==> src/rtl/arb_mux_nto1.sv <==
// N-to-1 arbitrating mux: round-robin or fixed-priority grant across
// valid/ready channels, with the winning word held in an output register.
module arb_mux_nto1 #(
    parameter  int DATA_WIDTH = 32,
    parameter  int NUM_CH     = 4,
    localparam int SEL_WIDTH  = $clog2(NUM_CH)
) (
    input  logic                         i_clk,
    input  logic                         i_rst,
    input  logic [NUM_CH*DATA_WIDTH-1:0] i_data,
    input  logic [NUM_CH-1:0]            i_valid,
    output logic [NUM_CH-1:0]            o_ready,
    input  logic                         i_mode,
    output logic [DATA_WIDTH-1:0]        o_data,
    output logic [SEL_WIDTH-1:0]         o_sel,
    output logic                         o_valid,
    input  logic                         i_ready
);

    logic [DATA_WIDTH-1:0] data_q, data_d;
    logic [SEL_WIDTH-1:0]  sel_q, sel_d;
    logic                  valid_q, valid_d;
    logic [SEL_WIDTH-1:0]  ptr_q, ptr_d;

    logic [NUM_CH-1:0]     grant;
    logic [SEL_WIDTH-1:0]  gnt_idx;
    logic [SEL_WIDTH-1:0]  cidx;
    logic                  found;
    logic                  load_en;
    logic                  xfer;
    int                    idx;

    // Search order starts at ptr in RR mode, at 0 in fixed mode.
    always_comb begin
        grant   = '0;
        gnt_idx = '0;
        cidx    = '0;
        found   = 1'b0;
        idx     = 0;
        for (int i = 0; i < NUM_CH; i++) begin
            idx  = i_mode ? i : (int'(ptr_q) + i) % NUM_CH;
            cidx = SEL_WIDTH'(idx);
            if (!found && i_valid[cidx]) begin
                found         = 1'b1;
                grant[cidx]   = 1'b1;
                gnt_idx       = cidx;
            end
        end
    end

    assign load_en = !valid_q || i_ready;
    assign o_ready = (!i_rst && load_en) ? grant : '0;
    assign xfer    = !i_rst && load_en && found;

    always_comb begin
        data_d  = data_q;
        sel_d   = sel_q;
        valid_d = valid_q;
        ptr_d   = ptr_q;
        if (xfer) begin
            data_d  = i_data[int'(gnt_idx)*DATA_WIDTH +: DATA_WIDTH];
            sel_d   = gnt_idx;
            valid_d = 1'b1;
            if (!i_mode) begin
                // Wrap at NUM_CH, not at the power of two above it.
                if (int'(gnt_idx) == NUM_CH - 1) begin
                    ptr_d = '0;
                end else begin
                    ptr_d = gnt_idx + 1'b1;
                end
            end
        end else if (valid_q && i_ready) begin
            valid_d = 1'b0;
        end
    end

    always_ff @(posedge i_clk) begin
        if (i_rst) begin
            data_q  <= '0;
            sel_q   <= '0;
            valid_q <= 1'b0;
            ptr_q   <= '0;
        end else begin
            data_q  <= data_d;
            sel_q   <= sel_d;
            valid_q <= valid_d;
            ptr_q   <= ptr_d;
        end
    end

    assign o_data  = data_q;
    assign o_sel   = sel_q;
    assign o_valid = valid_q;

endmodule

==> config.mk <==
export PLATFORM = sky130hd
export DESIGN_NAME = arb_mux_nto1
export DESIGN_NICKNAME = d
export VERILOG_FILES = /design/src/rtl/arb_mux_nto1.sv
export SDC_FILE = /design/constraint.sdc
export NUM_CORES = 1
export LEC_CHECK = 0
export CORE_MARGIN = 2
export CORE_UTILIZATION = 38
export CTS_CLUSTER_DIAMETER = 60
export DETAILED_ROUTE_END_ITERATION = 8
export GPL_TIMING_DRIVEN = 0
export PLACE_DENSITY = 0.91
export SYNTH_ARGS = -nofsm -noshare
export SYNTH_HDL_FRONTEND = slang
export SYNTH_SLANG_ARGS = --single-unit
==> constraint.sdc <==
create_clock -name i_clk -period 3.5 [get_ports i_clk]
set_input_delay 0.7 -clock i_clk [delete_from_list [all_inputs] [get_ports i_clk]]
set_output_delay 0.7 -clock i_clk [all_outputs]
set_load 0.05 [all_outputs]
==> flow_summary.rst <==
.. list-table::
   :header-rows: 1

   * - Metric
     - Value
   * - Largest net degree at the start of global routing
     - 11
   * - Antenna-violating nets left
     - 0
   * - Yosys top cell area share
     - a little over a quarter
   * - Vias per Instance
     - around 5.6
   * - Detailed-route wire length per cell
     - around 18 um
   * - #FFs+latches synth
     - 37
   * - Largest fanout on the critical path
     - 8
   * - Crit Reg-Reg Startpoint
     - ptr_q[0]
   * - Count of warnings emitted by yosys
     - 0
   * - Sequential cell area fraction in the yosys report
     - 26.2%
   * - Crit path launch
     - i_valid[1]
   * - Biggest area contributors in the synthesized netlist
     - sky130_fd_sc_hd__dfxtp_1 (26%), sky130_fd_sc_hd__a221o_1 (8.8%), sky130_fd_sc_hd__a21oi_1 (6.5%)
   * - Period Utilization, post-route
     - 97.7%
   * - Share of synthesized registers carrying an async set or reset
     - 0%
   * - Number of levels in the clock H-tree
     - 2
   * - Static power due to leakage
     - 1.86 nW
   * - Effective utilization at floorplan
     - 39.2%
   * - Cell area power density
     - approximately 370 nW/um^2
   * - Commonest non-fill, non-tap cell in the layout
     - sky130_fd_sc_hd__clkdlybuf4s50_1
   * - Most frequent cells in the layout
     - sky130_fd_sc_hd__clkdlybuf4s50_1 (165), sky130_fd_sc_hd__a21oi_1 (37), sky130_fd_sc_hd__dfxtp_1 (37)
   * - Final Hold Fails
     - 0
   * - WS Path Type
     - input port to output pin
   * - Fraction of layout cells with a size suffix above 1
     - between 10% and 20%
   * - Number of diodes
     - 0
   * - Count of fill cells added during filler insertion
     - approximately 620
   * - Overall die height
     - ~90 um
   * - First drt pass iteration count
     - 5
   * - Num rows
     - 31
   * - Post-synthesis instance area
     - between 2000 and 3000 sq um
   * - Count of flip-flops with a built-in enable after synthesis
     - 0
   * - Placer Congestion
     - 0.907
   * - Number of input and output port buffers inserted
     - 174
   * - Total clock buffers created by CTS
     - 5
   * - Die footprint
     - 8150 sq um
   * - Tot GR Track Use
     - a little over a quarter
   * - Latest clock arrival within the worst-skew pair
     - 0.28 ns
   * - Via count of the first global-routing pass
     - around 3600
   * - Start point of the worst min-delay path
     - o_sel[0]
   * - Distinct cell type count of the synthesized netlist
     - between 50 and 60
   * - Area of combinational cells with multiple inputs
     - between 2000 and 2500 sq um
   * - Total DRC errors in the routed layout
     - 0
   * - Initial antenna violation count
     - 0
   * - Total nets after synthesis
     - 470
   * - Max transition margin
     - between 50 and 60%
   * - Syn-to-layout area delta
     - 74.0%
   * - Count of max-cap constraint violations
     - 0
   * - Clock Pin Slew Worst Setup and Hold Paths
     - 0.07 ns
   * - Peak ir drop on the vdd network
     - around 0.18 mV
   * - Final non-filler cell area
     - 4930 sq um
   * - Total grt overflow
     - 0
   * - Worst Hold Depth
     - 2
   * - CP Data Arrival Time
     - 2.72 ns
   * - I/O pin count
     - 175
   * - Placed instance area
     - about 4700 sq um
   * - HPWL Detailed
     - 8.42 mm
   * - Achievable frequency
     - 292 MHz
   * - Req. time, crit path
     - 2.80 ns
   * - Detailed router's first-iteration violation count
     - ~130
   * - Outcome
     - completed
   * - Synthesized netlist cell count
     - 333
   * - Vias
     - between 3000 and 4000
   * - Area of the core
     - about 7200 sq um
   * - CTS Root Buffer Type
     - sky130_fd_sc_hd__clkbuf_8
   * - Kind of capture point of the worst setup path
     - output pin
   * - Hold crit path type
     - register to register
   * - Routed Wire Length
     - between 10 and 15 mm
   * - Max-slew violation count
     - 0
   * - First-pass GRT wire length
     - between 15 and 20 mm
   * - Worst hold slack across all endpoints
     - between 0.4 and 0.5 ns
   * - Transition time of the tightest slew-check pin
     - approximately 0.65 ns
   * - Time the final worst path needs with I/O delays and setup
     - 3.42 ns
   * - Most instantiated flip-flop cell in the synthesis netlist
     - sky130_fd_sc_hd__dfxtp_1
   * - Element type at the critical path start
     - input port
   * - Final Total Pwr
     - roughly 0.0018 W
   * - Total clock sinks
     - 37
   * - Sequential standard cell area
     - 741 sq um
   * - Die width
     - about 90 um
   * - Avg Inst Size Synth
     - between 8 and 9 sq um
   * - Quantity of hold-fixing buffers added after cts
     - 0
   * - Bufs on Longest Clock Path
     - 2
   * - Worst Reg2Reg Path Length in Cells
     - 9
   * - Skew final
     - 0.00502 ns
   * - Cell taking the most area after synthesis
     - sky130_fd_sc_hd__dfxtp_1
   * - TritonCTS clock tree
     - yes
   * - Sum Neg Setup Slack
     - 0 ns
   * - Unrepaired setup endpoints after global routing
     - false
   * - Core Util, Final
     - 68.3%
   * - Final #Nets
     - 660
   * - Count of final setup violators
     - 0
==> per-stage QoR <==
stage          instances  worst slack [ns]
6_report             622            0.0801
5_1_grt              622           0.00231
4_1_cts              621           0.00130
3_5_place_dp         606             -1.15
3_3_place_gp         606             -1.11
2_1_floorplan        333           0.00706
==> worst paths after layout <==
check	end	slack, ns
min	o_sel[0]	0.45
max	o_ready[0]	0.08
min reg2reg	o_sel[0]	0.45
max reg2reg	o_data[2]	0.50
==> power by group <==
group / switching (W) / total, W / internal [W]
sequential: 0.0000391 / 0.000530 / 0.000491
combinational: 0.000550 / 0.000998 / 0.000448
clock: 0.000145 / 0.000302 / 0.000156
total: 0.000734 / 0.00183 / 0.00110
==> logic make-up after synthesis <==
| family | after synthesis | share of synthesized area, % |
|---|---|---|
| XOR/XNOR | 1 | 0.310 |
| AND/OR/NAND/NOR | 94 | 18.7 |
| buffers and inverters | 34 | 5.61 |
| adder cells (fa/ha/maj) | 1 | 0.442 |
| multiplexers | 44 | 18.5 |
| flip-flops | 37 | 26.2 |
| AO/OA/AOI/OAI | 122 | 30.3 |
==> critical path, stage by stage <==
cell and delay, ns:
sky130_fd_sc_hd__dlygate4sd2_1 0.34, sky130_fd_sc_hd__mux2i_1 0.25, sky130_fd_sc_hd__o21ai_0 0.15, sky130_fd_sc_hd__or4_4 0.57
sky130_fd_sc_hd__nor2_4 0.15, sky130_fd_sc_hd__mux2_2 0.17, sky130_fd_sc_hd__a21oi_1 0.06, sky130_fd_sc_hd__nor2_1 0.12
sky130_fd_sc_hd__buf_4 0.20
==> per-layer routing <==
metal | share of wire, % | GRT usage (%)
met1 | 38 | 29.8
met2 | 53 | 49.4
met3 | 6.6 | 6.26
met4 | 2.6 | 8.46
met5 | 0 | 0
==> timing repair <==
action / CTS / global route
setup endpoints to repair: 15 / 21
gates resized for setup: 45 / 8
setup buffers: 8 / 1
pin swaps: 6 / 3
==> synthesized netlist by cell type (9+ instances only) <==
cell type / number
sky130_fd_sc_hd__o21ai_0: 33
sky130_fd_sc_hd__a21oi_1: 37
sky130_fd_sc_hd__mux2i_1: 16
sky130_fd_sc_hd__clkbuf_1: 17
sky130_fd_sc_hd__mux2_4: 10
sky130_fd_sc_hd__a221o_1: 25
sky130_fd_sc_hd__nand3_1: 27
sky130_fd_sc_hd__nand3b_1: 10
sky130_fd_sc_hd__mux2_2: 9
sky130_fd_sc_hd__buf_2: 10
sky130_fd_sc_hd__dfxtp_1: 37
sky130_fd_sc_hd__nand2_1: 9
sky130_fd_sc_hd__nor2_1: 15
==> sequential cells by signal, indices dropped and copies added, names as in the netlist <==
register  flops
o_valid       1
o_sel         2
ptr_q         2
o_data       32
==> final cells by class <==
cell class,count,share of cell area (%)
Multi-Input combinational cell,262,40.7
Tap cell,99,2.51
Inverter,2,0.152
Buffer,32,3.51
Clock buffer,7,1.75
Timing Repair Buffer,183,36.4
Sequential cell,37,15.0
Note: power is estimated with default switching activity, not from simulation.
